===== config.mk =====
export PLATFORM = sky130hd
export DESIGN_NAME = fetch_pc_unit
export DESIGN_NICKNAME = d
export VERILOG_FILES = /design/src/rtl/fetch_pc_unit.sv
export SDC_FILE = /design/constraint.sdc
export NUM_CORES = 1
export LEC_CHECK = 0
export ABC_AREA = 1
export CORE_MARGIN = 10
export CORE_UTILIZATION = 44
export DETAILED_ROUTE_END_ITERATION = 10
export GPL_ROUTABILITY_DRIVEN = 0
export GPL_TIMING_DRIVEN = 0
export PLACE_DENSITY = 0.77
export SETUP_SLACK_MARGIN = 0.05
export SLEW_MARGIN = 20
export SYNTH_ARGS = -nofsm -noshare
export SYNTH_HDL_FRONTEND = slang
export SYNTH_SLANG_ARGS = --single-unit

===== constraint.sdc =====
create_clock -name clk -period 6.6 [get_ports clk]
set_input_delay 1.32 -clock clk [delete_from_list [all_inputs] [get_ports clk]]
set_output_delay 1.32 -clock clk [all_outputs]
set_load 0.02 [all_outputs]

===== src/rtl/fetch_pc_unit.sv =====
// Program counter and single-outstanding instruction fetch for the miriscv core.
// A Moore FSM fetches one instruction, holds it for the decoder and then picks the next PC on retire.
module fetch_pc_unit #(
  parameter logic [31:0] RESET_ADDR = 32'h0000_0000
) (
  input  logic        clk,
  input  logic        rst,
  output logic        imem_req_o,
  output logic [31:0] imem_addr_o,
  input  logic        imem_gnt_i,
  input  logic        imem_rvalid_i,
  input  logic [31:0] imem_rdata_i,
  output logic [31:0] instr_o,
  output logic        instr_valid_o,
  input  logic        retire_i,
  input  logic        branch_i,
  input  logic        jal_i,
  input  logic        jalr_i,
  input  logic        alu_flag_i,
  input  logic [31:0] imm_i,
  input  logic [31:0] rs1_i,
  output logic [31:0] pc_o,
  output logic [31:0] link_o,
  output logic        misalign_o,
  output logic [31:0] bad_addr_o,
  output logic [1:0]  dbg_state
);

  // Handshake: imem_req_o is held with a stable address until imem_gnt_i is seen
  // in the same cycle; exactly one imem_rvalid_i answers each grant, no earlier
  // than the cycle after it. retire_i only counts while instr_valid_o is high.

  typedef enum logic [1:0] {
    FETCH = 2'd0,
    WAIT  = 2'd1,
    ISSUE = 2'd2,
    HALT  = 2'd3
  } state_t;

  state_t      state, state_next;
  logic [31:0] pc;
  logic [31:0] instr;
  logic [31:0] bad_addr;
  logic        discard;
  logic [31:0] target;
  logic        misaligned;
  logic        take_rdata;
  logic        do_retire;

  always_comb begin
    if (jalr_i) begin
      target = (rs1_i + imm_i) & ~32'h1;
    end else if (jal_i || (branch_i && alu_flag_i)) begin
      target = pc + imm_i;
    end else begin
      target = pc + 32'd4;
    end
  end

  assign misaligned = |target[1:0];
  // A response that belongs to a fetch cancelled by reset never reaches instr.
  assign take_rdata = (state == WAIT) && imem_rvalid_i && !discard;
  assign do_retire  = (state == ISSUE) && retire_i;

  always_comb begin
    state_next = state;
    case (state)
      FETCH:   if (imem_gnt_i) state_next = WAIT;
      WAIT:    if (take_rdata) state_next = ISSUE;
      ISSUE:   if (retire_i) state_next = misaligned ? HALT : FETCH;
      HALT:    state_next = HALT;
      default: state_next = FETCH;
    endcase
  end

  always_ff @(posedge clk) begin
    if (rst) begin
      state    <= FETCH;
      pc       <= RESET_ADDR;
      instr    <= '0;
      bad_addr <= '0;
      discard  <= (state == WAIT);
    end else begin
      state <= state_next;
      if (discard && imem_rvalid_i) begin
        discard <= 1'b0;
      end
      if (take_rdata) begin
        instr <= imem_rdata_i;
      end
      if (do_retire) begin
        if (misaligned) begin
          bad_addr <= target;
        end else begin
          pc <= target;
        end
      end
    end
  end

  assign imem_req_o    = (state == FETCH);
  assign imem_addr_o   = pc;
  assign instr_valid_o = (state == ISSUE);
  assign misalign_o    = (state == HALT);
  assign instr_o       = instr;
  assign pc_o          = pc;
  assign link_o        = pc + 32'd4;
  assign bad_addr_o    = bad_addr;
  assign dbg_state     = state;

endmodule


### After elaboration in Yosys (flattened, before gate mapping)

Cells that the tools add are included.

| storage, ports and cells | value |
|---|---|
| output and inout bits | 165 |
| register bits | 99 |
| word-level logic and storage cells | 37 |

| cells by class | value |
|---|---|
| reduce and logical (&&, ||, !) cells | 13 |
| equality and inequality tests | 6 |
| bitwise gates (word level) | 1 |
| muxes and demuxes | 9 |
| add/sub/neg operators | 3 |

Operators by type and width:

| operator | number |
|---|---|
| adder 32 bit | 2 |
| two-way mux 32 bit | 2 |
| adder 32 x 3 -> 32 bit (second input constant) | 1 |
| two-way mux 2 bit | 4 |
| one-hot mux 2 bit (4 select lines) | 1 |
| logical AND 1 bit | 5 |
| equality test 2 bit (second input constant) | 2 |
| != test 2 x 1 -> 1 bit (second input constant) | 2 |
| AND reduction 2 bit | 2 |
| AND reduction 3 bit | 1 |
| equality test 2 x 1 -> 1 bit (second input constant) | 1 |
| logical NOT 2 bit | 1 |
| two-way mux 1 bit | 2 |
| != test 2 bit (second input constant) | 1 |
| nonzero test 2 bit | 1 |
| OR reduction 2 bit | 1 |
| logical NOT 1 bit | 1 |
| logical OR 1 bit | 1 |
| NOT 1 bit | 1 |

### Depth between registers and ports, before layout

Gate-level depths: netlist of the first run.

| logic depth | value |
|---|---|
| depth in word-level cells | 8 |
| gate-level depth with buffers | 16 |
| mapped depth without buffers | 16 |

### Least setup slack after synthesis of the first run

OpenSTA, ideal clock, no wires.

| path | value |
|---|---|
| kind | input-to-reg |
| start | input port imm_i[0] |
| end | register bad_addr[10] (netlist: bad_addr_o[10]) |
| slack | 3550 ps |
| required time | 6474 ps |
| stages | 13 |
| setup time | 126 ps |
| arrival | 2924 ps |
| path through | ha_1 > fa_1 > nand3_1 > nand2_1 > nand2_1 > nand2_1 > nand2_1 > nand2_1 > or2_2 > nand3_1 > nand3_1 > o21ai_0 > a21oi_1 |

| on the way | value |
|---|---|
| word-level cells in the longest chain between the ends | 5 |

Ends and longest elaborated chain:

| what | line | source |
|---|---|---|
| start, declared | 20 | `input logic [31:0] imm_i,` |
| adder 32 bit | 54 | `target = pc + imm_i;` |
| two-way mux 32 bit | 53 | `end else if (jal_i \|\| (branch_i && alu_flag_i)) begin` |
| two-way mux 32 bit * | 51 | `if (jalr_i) begin` |
| OR reduction 2 bit | 60 | `assign misaligned = \|target[1:0];` |
| AND reduction 2 bit (no line) | n/a |  |
| end signal, assigned | 93 | `bad_addr <= target;` |
| end, declared | 43 | `logic [31:0] bad_addr;` |

Mark *: on every way between the ends. The rest lies on a longest branch, timed or not.
A chain may end at the register's enable or synchronous reset.

### Worst setup path after layout of the first run

| path | value |
|---|---|
| start | register pc[11] (netlist: imem_addr_o[11]) |
| end | output port link_o[14] |

| on the way | value |
|---|---|
| word-level cells in the longest chain between the ends | 1 |

Ends and longest elaborated chain:

| what | line | source |
|---|---|---|
| start, declared | 41 | `logic [31:0] pc;` |
| start signal, assigned | 95 | `pc <= target;` |
| adder 32 x 3 -> 32 bit | 107 | `assign link_o = pc + 32'd4;` |
| end, declared | 23 | `output logic [31:0] link_o,` |

Every way passes these cells.

==> results of run 1 <==
-- worst max-delay path: cells and delay by family, from the launching register on --
| family | cells | cell delay (ps) |
|---|---|---|
| buffers and inverters | 2 | 810 |
| xor gates and xnor gates | 1 | 420 |
| DFF | 1 | 670 |
| and+or+nand+nor | 3 | 720 |
-- Yosys cell counts (all sizes together), types with 8 or more instances --
cell type    n  area [µm²]
a21oi      136       684.4
nand4       17       112.6
nand2      405        1543
inv        178       668.1
nor2       206       808.3
nor3        25       173.9
xnor2       15       146.4
ha          62       775.7
xor2        26       242.7
clkbuf      22       82.58
or2          8       50.05
nand3b      10       75.07
dfxtp       98        1962
a21o         8       60.06
nand3      126       640.6
o21ai      125       633.1
o21bai      10       75.07
buf         53       352.8
-- power by group --
part	internal, µW	total (µW)	switching (µW)
logic	471	1160	687
registers	678	767	89.0
clock network	306	536	230
-- path summary, 6_finish.rpt --
path | startpoint | to | slack [ps]
setup / recovery | imem_addr_o[11] | link_o[14] | 2320
hold / removal | bad_addr_o[1] | bad_addr_o[1] | 470
setup reg to reg | imem_addr_o[11] | bad_addr_o[30] | 4070
hold reg to reg | bad_addr_o[1] | bad_addr_o[1] | 470
-- registers in the layout, indices dropped and copies added, names as in the netlist --
signal / cells
dbg_state: 2
instr_o: 32
bad_addr_o: 32
imem_addr_o: 32
discard: 1
-- layout by cell type (no fill, tap or decap), types with 24 or more instances in the layout --
cell type	n
ha_1	62
nand2_1	398
dfxtp_1	98
a21oi_1	135
clkdlybuf4s50_1	267
buf_4	35
inv_1	170
nor2_1	198
xor2_1	24
nand3_1	124
o21ai_0	117
-- cell type report --
class	count	area, µm²
fillers	2056	8285
multi-input cells	1198	6188
repair buffers	267	2673
flip-flops and latches	99	1992
inverters	178	668.1
plain buffers	75	435.4
well taps	275	344.1
clock buffers	11	242.7
clock inverters	5	60.06
-- cell families (layout without fill, tap and decap cells) --
logic type      count (synthesis)  after routing
xor+xnor                       41             41
simple gates                  800            800
compound gates                293            293
buf+inv                       253            536
flops                          99             99
fa+ha+maj                      64             64
-- metrics by stage --
step | power [µW] | worst slack, ps
final | 2461 | 2316
after global routing | 2595 | 2282
after CTS | 2448 | 2432
after detailed placement | 1912 | 2701
after global placement | 1898 | 2726
after floorplan | 1411 | 3550
-- per-layer routing --
metal,up-vias,part of all wire
met3,114,0.12
met2,622,0.46
li1,5576,-
met4,0,0.039
met5,-,0
met1,5183,0.38
==> impl_metrics.env, run 1 <==
export IMPL_globalRouteOverflowTotal=0
export IMPL_cp_cell_sequence="inv_2, nor3_2, nand2_1, nor3_4, xor2_1, clkdlybuf4s50_1"
export IMPL_ys_seq_elements=99
export IMPL_postCtsHoldBufs=0
export IMPL_slew_viol_final=0
export IMPL_utilization=0.6034
export IMPL_synth_area_um2=9284
export IMPL_end_kind="output pin"
export IMPL_avgSynthCellArea_um2=5.990
export IMPL_cts_root_buffer="clkbuf_16"
export IMPL_rows=53
export IMPL_dp_cells=2092
export IMPL_fin_nets=1997
export IMPL_synth_fa_ha_area_frac=0.08787
export IMPL_setup_viol=0
export IMPL_syn_nets=1719
export IMPL_vias=11495
export IMPL_cp_slowest_cell="clkdlybuf4s50_1"
export IMPL_start_util=0.4444
export IMPL_synth_compound_area_share=0.1675
export IMPL_power_density_nw_per_um2=195.2
export IMPL_critPathMaxStageDelay_ps=710
export IMPL_drt_iter0_markers=1029
export IMPL_placed_cell_area_um2=12300
export IMPL_clock_skew_ps=6.789
export IMPL_synth_top_family_by_area="simple AND/OR/NAND/NOR gates"
export IMPL_worstSetupStartpointType="register"
export IMPL_cts_tree="built"
export IMPL_dieWidth_um=165.3
export IMPL_seq_area_frac_synth=0.2146
export IMPL_hp_class="register to register"
export IMPL_status="finished, final reports clean"
export IMPL_antenna_found_initial=0
export IMPL_setup_tns_ps=0
export IMPL_htreeDepth=3
export IMPL_relSlewSlack=0.5630
export IMPL_power_leakage_uw=0.005943
export IMPL_clk_transition_reported_paths_ps=70
export IMPL_peakVddDrop_mv=0.1904
export IMPL_postSynth_asyncResetShare=0
export IMPL_first_pass_iters=8
export IMPL_crit_type="register to output pin"
export IMPL_max_freq_mhz=233.4
export IMPL_cts_setup_buffers=0
export IMPL_postLayoutCellArea_um2=12600
export IMPL_busiest_layer="met2"
export IMPL_maxCapViolations=0
export IMPL_holdPathStages=2
export IMPL_vias_per_cell=5.453
export IMPL_antenna_diode_count=0
export IMPL_clk_path_buf_depth=2
export IMPL_syn_instance_count=1550
export IMPL_cts_sinks=99
export IMPL_crit_fanout=7
export IMPL_cts_repair_resized=0
export IMPL_cp_data_required_time_ps=5280
export IMPL_ant_nets=0
export IMPL_ys_types=46
export IMPL_grt_pass1_vias=11049
export IMPL_grt_use_met2=0.4638
export IMPL_grt_pass1_wl_mm=59.30
export IMPL_io_pins=270
export IMPL_dp_hpwl_mm=33.06
export IMPL_worstMarginPinSlew_ps=655.4
export IMPL_final_hold_viol_count=0
export IMPL_layout_cells_non_filler=2108
export IMPL_core_um2=20890
export IMPL_die_area_um2=27310
export IMPL_grtUsageMet3=0.07635
export IMPL_met1_usage=0.3279
export IMPL_ys_warn_count=0
export IMPL_synth_xor_area_frac=0.04191
export IMPL_wl_mm=39.10
export IMPL_areaGrowthSynthToFinish_pct=35.75
export IMPL_synth_simple_gate_area_frac=0.3693
export IMPL_grt_use_total=0.2770
export IMPL_grt_max_degree=17
export IMPL_grt_setup_unrepaired="no"
export IMPL_fin_crit_sh=0.6491
export IMPL_rr_worst_depth=13
export IMPL_insertion_delay_ps=350
export IMPL_holdWs_ps=467.9
export IMPL_drive_gt1_frac=0.06110
export IMPL_post_route_min_period_ps=4284
export IMPL_cts_buffers=9
export IMPL_post_drt_wl_per_cell_um=18.55
export IMPL_arrival_ps=2960
export IMPL_drc_errors=0
export IMPL_synth_area_mux_share=0
export IMPL_synth_edf_count=1
export IMPL_port_buffer_count=267
export IMPL_synthFlopType="dfxtp_1"
export IMPL_die_y_um=165.3
(Power assumes the default switching activity.)
==> run 2: changes to the inputs <==
PLACE_DENSITY = 0.8   (was 0.77)
clock period = 3.9 ns   (was 6.6 ns; I/O delays follow)
==> impl_metrics.env, run 2 (same netlist as run 1, synthesis figures left out) <==
export IMPL_rr_worst_depth=12
export IMPL_grt_max_degree=19
export IMPL_clk_path_buf_depth=2
export IMPL_crit_start="imem_addr_o[16]"
export IMPL_crit_fanout=7
export IMPL_antenna_diode_count=0
export IMPL_dieWidth_um=165.3
export IMPL_worstSetupStartpointType="register"
export IMPL_slew_viol_final=0
export IMPL_cts_buffers=9
export IMPL_layout_commonest_cell="nand2_1"
export IMPL_io_pins=270
export IMPL_grt_pass1_wl_mm=58.98
export IMPL_fin_crit_sh=0.9144
export IMPL_grt_use_total=0.2756
export IMPL_r2r_end="imem_addr_o[20]"
export IMPL_fin_nets=1997
export IMPL_routed_wl_met3_mm=5.384
export IMPL_maxUsedRoutingLayer="met4"
export IMPL_start_util=0.4444
export IMPL_place_ws_ps=561.1
export IMPL_drc_errors=0
export IMPL_cts_repair_resized=0
export IMPL_die_y_um=165.3
export IMPL_grt_pass1_vias=11157
export IMPL_cts_tree="built"
export IMPL_dp_hpwl_mm=32.80
export IMPL_clk_transition_reported_paths_ps=70
export IMPL_ant_nets=0
export IMPL_fin_ws_ps=333.7
export IMPL_first_pass_iters=6
export IMPL_utilization=0.6038
export IMPL_postCtsHoldBufs=0
export IMPL_cts_setup_buffers=0
export IMPL_antenna_found_initial=0
export IMPL_final_hold_viol_count=0
export IMPL_route_met2_wl_mm=18.08
export IMPL_vias_per_cell=5.465
export IMPL_holdPathEnd="bad_addr_o[0]"
export IMPL_r2r_start="imem_addr_o[11]"
export IMPL_areaGrowthSynthToFinish_pct=35.85
export IMPL_setup_tns_ps=0
export IMPL_status="finished, final reports clean"
export IMPL_globalRouteOverflowTotal=0
export IMPL_arrival_ps=2790
export IMPL_port_buffer_count=267
export IMPL_grt_setup_unrepaired="no"
export IMPL_placed_cell_area_um2=12300
export IMPL_die_area_um2=27310
export IMPL_mostFrequentLayoutCells="398 x nand2_1, 267 x clkdlybuf4s50_1, 198 x nor2_1"
export IMPL_insertion_delay_ps=340
export IMPL_cts_root_buffer="clkbuf_16"
export IMPL_cts_sinks=99
export IMPL_cp_data_required_time_ps=3120
export IMPL_postLayoutCellArea_um2=12610
export IMPL_htreeDepth=3
export IMPL_post_route_min_period_ps=3566
export IMPL_maxCapViolations=0
export IMPL_holdPathStages=2
export IMPL_clock_skew_ps=7.515
export IMPL_crit_type="register to output pin"
export IMPL_met1_length_mm=13.93
export IMPL_critPathMaxStageDelay_ps=670
export IMPL_max_freq_mhz=280.4
export IMPL_cp_cell_sequence="nand2_1, nor2_1, nand4_1, nor2_1, nand2_1, xnor2_1, clkdlybuf4s50_1"
export IMPL_hp_start="bad_addr_o[0]"
export IMPL_end_kind="output pin"
export IMPL_relSlewSlack=0.5690
export IMPL_worstMarginPinSlew_ps=646.5
export IMPL_post_drt_wl_per_cell_um=18.41
export IMPL_reg2reg_slack_ps=1370
export IMPL_vias=11521
export IMPL_wl_mm=38.81
export IMPL_critical_path_buf_inv_count=1
export IMPL_rows=53
export IMPL_cp_slowest_cell="clkdlybuf4s50_1"
export IMPL_core_um2=20890
export IMPL_peakVddDrop_mv=0.3431
export IMPL_power_density_nw_per_um2=330.5
export IMPL_hp_class="register to register"
export IMPL_setup_viol=0
export IMPL_drt_iter0_markers=1230
export IMPL_cp_top_family="simple AND/OR/NAND/NOR gates"
export IMPL_drive_gt1_frac=0.06165
export IMPL_power_leakage_uw=0.005947
==> run 2: stage by stage <==
step / instances / total power, µW / hold WS (ps)
6_report: 2108 / 4169 / 480.3
5_1_grt: 2108 / 4401 / 507.8
4_1_cts: 2108 / 4153 / 489.1
3_5_place_dp: 2092 / 3230 / 468.2
3_3_place_gp: 2092 / 3201 / 455.1
2_1_floorplan: 1550 / 2387 / 536.5
==> run 2: metal layers <==
layer / global-route usage / vias to the layer above
met5: 0 / -
met4: 0.1059 / 0
met3: 0.08205 / 94
met2: 0.4655 / 646
met1: 0.3213 / 5186
li1: - / 5595
==> run 2: tightest hold or removal path, cell delays in order, from the launching register on <==
cell	delay, ps
dfxtp_1	320
nand2_1	60
a21oi_1	50
==> run 2: final cells by class <==
cell class                 instances  area (µm²)
buffer                            75       435.4
clock buffer                       9       225.2
clock inverter                     7       86.33
fill                            2015        8277
inverter                         178       668.1
multi-input combinational       1198        6188
sequential                        99        1992
tap                              275       344.1
timing repair buffer             267        2673
==> run 2: power by group <==
| part | switching [µW] | internal (µW) | total, µW | leakage [µW] |
|---|---|---|---|---|
| clock network | 406 | 510 | 916 | 0.000150 |
| registers | 151 | 1150 | 1300 | 0.000805 |
| logic | 1160 | 798 | 1950 | 0.00499 |
| total | 1710 | 2450 | 4170 | 0.00595 |
==> run 2: how the worst max path moves through the flow <==
stage / end / slack (ps) / depth (start not counted)
CTS: link_o[20] / 400 / 7
detailed placement: imem_addr_o[26] / 560 / 15
global placement: bad_addr_o[30] / 570 / 17
global route: link_o[27] / 240 / 7
finish: link_o[22] / 330 / 7
floorplan: bad_addr_o[10] / 1390 / 13
==> run 3: changes to the inputs <==
DONT_BUFFER_PORTS = 1   (was default)
PLACE_DENSITY = 0.7   (was 0.8)
==> impl_metrics.env, run 3 (same netlist as run 1, synthesis figures left out) <==
export IMPL_vias=10233
export IMPL_p_comb_frac=0.341
export IMPL_p_int_uw=2158
export IMPL_cp_data_required_time_ps=3120
export IMPL_reg2reg_slack_ps=1090
export IMPL_postCtsHoldBufs=0
export IMPL_final_hold_viol_count=0
export IMPL_core_um2=20890
export IMPL_clkPwrFrac=0.262
export IMPL_r2r_start="imem_addr_o[13]"
export IMPL_antenna_diode_count=0
export IMPL_die_area_um2=27310
export IMPL_slew_viol_final=0
export IMPL_drc_errors=0
export IMPL_setup_viol=0
export IMPL_cts_buffers=9
export IMPL_first_pass_iters=8
export IMPL_grt_setup_unrepaired="no"
export IMPL_rr_worst_depth=9
export IMPL_critPathMaxStageDelay_ps=710
export IMPL_grt_pass1_vias=9837
export IMPL_crit_top_cell="nand2_1"
export IMPL_insertion_delay_ps=340
export IMPL_cp_slowest_cell="dfxtp_1"
export IMPL_finalPower_uw=3760
export IMPL_grt_pass1_wl_mm=55.24
export IMPL_peakVddDrop_mv=0.4485
export IMPL_clock_skew_ps=6.336
export IMPL_drt_iter0_markers=761
export IMPL_clk_transition_reported_paths_ps=70
export IMPL_htreeDepth=3
export IMPL_p_seq_frac=0.397
export IMPL_crit_type="register to output pin"
export IMPL_fin_nets=1730
export IMPL_clk_path_buf_depth=2
export IMPL_post_route_min_period_ps=3357
export IMPL_dieWidth_um=165.3
export IMPL_dp_hpwl_mm=31.97
export IMPL_placed_cell_area_um2=9628
export IMPL_worstMarginPinSlew_ps=748.1
export IMPL_globalRouteOverflowTotal=0
export IMPL_holdPathStages=2
export IMPL_multi_input_area_um2=6188
export IMPL_end_kind="output pin"
export IMPL_cts_tree="built"
export IMPL_power_density_nw_per_um2=377.3
export IMPL_p_sw_frac=0.4259
export IMPL_cts_sinks=99
export IMPL_cts_setup_buffers=0
export IMPL_io_pins=270
export IMPL_ant_nets=0
export IMPL_r2r_end="bad_addr_o[14]"
export IMPL_layout_commonest_cell="nand2_1"
export IMPL_nFillCells=2196
export IMPL_setup_tns_ps=0
export IMPL_seq_area_um2=1992
export IMPL_hp_class="register to register"
export IMPL_drive_gt1_frac=0.07152
export IMPL_crit_fanout=7
export IMPL_start_util=0.4444
export IMPL_antenna_found_initial=0
export IMPL_postLayoutCellArea_um2=9965
export IMPL_p_sw_uw=1601
export IMPL_relSlewSlack=0.4996
export IMPL_status="finished, final reports clean"
export IMPL_max_freq_mhz=297.9
export IMPL_rows=53
export IMPL_grt_max_degree=17
export IMPL_cts_root_buffer="clkbuf_16"
export IMPL_worstSetupStartpointType="register"
export IMPL_maxCapViolations=0
export IMPL_arrival_ps=2580
export IMPL_mostFrequentLayoutCells="398 x nand2_1, 198 x nor2_1, 170 x inv_1"
export IMPL_cp_cell_sequence="nand2_1, nor3_2, nand2_1, nor3_4, xor2_1"
export IMPL_post_drt_wl_per_cell_um=20.20
export IMPL_holdWs_ps=566.0
export IMPL_areaGrowthSynthToFinish_pct=7.332
export IMPL_crit_start="imem_addr_o[13]"
export IMPL_vias_per_cell=5.558
export IMPL_port_buffer_count=0
export IMPL_holdPathEnd="bad_addr_o[0]"
export IMPL_wl_mm=37.18
export IMPL_grt_use_total=0.2615
export IMPL_cts_repair_resized=0
export IMPL_die_y_um=165.3
export IMPL_hp_start="bad_addr_o[0]"
export IMPL_fin_crit_sh=0.8608
export IMPL_power_leakage_uw=0.004997
## run 3: worst max-delay path: cells and delay by family, from the launching register on
kind          cells  cell delay, ps
simple gates      4             890
flops             1             710
xor+xnor          1             630
## run 3: how the worst max path moves through the flow
stage	end	slack (ps)	cells after the start
floorplan	bad_addr_o[10]	1390	13
global placement	bad_addr_o[16]	980	14
detailed placement	bad_addr_o[16]	960	14
CTS	link_o[14]	590	5
global route	link_o[14]	460	5
finish	link_o[14]	540	5
## run 3: per-stage QoR
step,std cells,worst slack (ps),utilization
6_report,1841,542.7,0.4770
3_3_place_gp,1825,980.8,0.4609
3_5_place_dp,1825,957.9,0.4609
2_1_floorplan,1550,1390,-
5_1_grt,1841,458.1,0.4770
4_1_cts,1841,590.9,0.4770
## run 3: layout make-up
cell class                      count  area share
Buffer                             75     0.04370
Inverter                          178     0.06705
Clock inverter                      5    0.008287
Clock buffer                       11     0.02549
Sequential cell                    99      0.1999
Tap cell                          275     0.03453
Multi-Input combinational cell   1198      0.6210
## run 3: power groups by stage
stage | Clock (µW) | Combinational (µW) | Sequential, µW
after floorplan | 0 | 959 | 1430
after global placement | 0 | 1240 | 1520
after detailed placement | 0 | 1260 | 1510
after CTS | 994 | 1260 | 1500
after global routing | 1030 | 1420 | 1510
final | 984 | 1280 | 1490
## run 3: layer usage
layer  vias up  wire (µm)  track usage
met3        72       4487      0.07561
met5         -          0            0
li1       5051          -            -
met2       509      17210       0.4353
met4         0       1473       0.1155
met1      4601      14010       0.3058
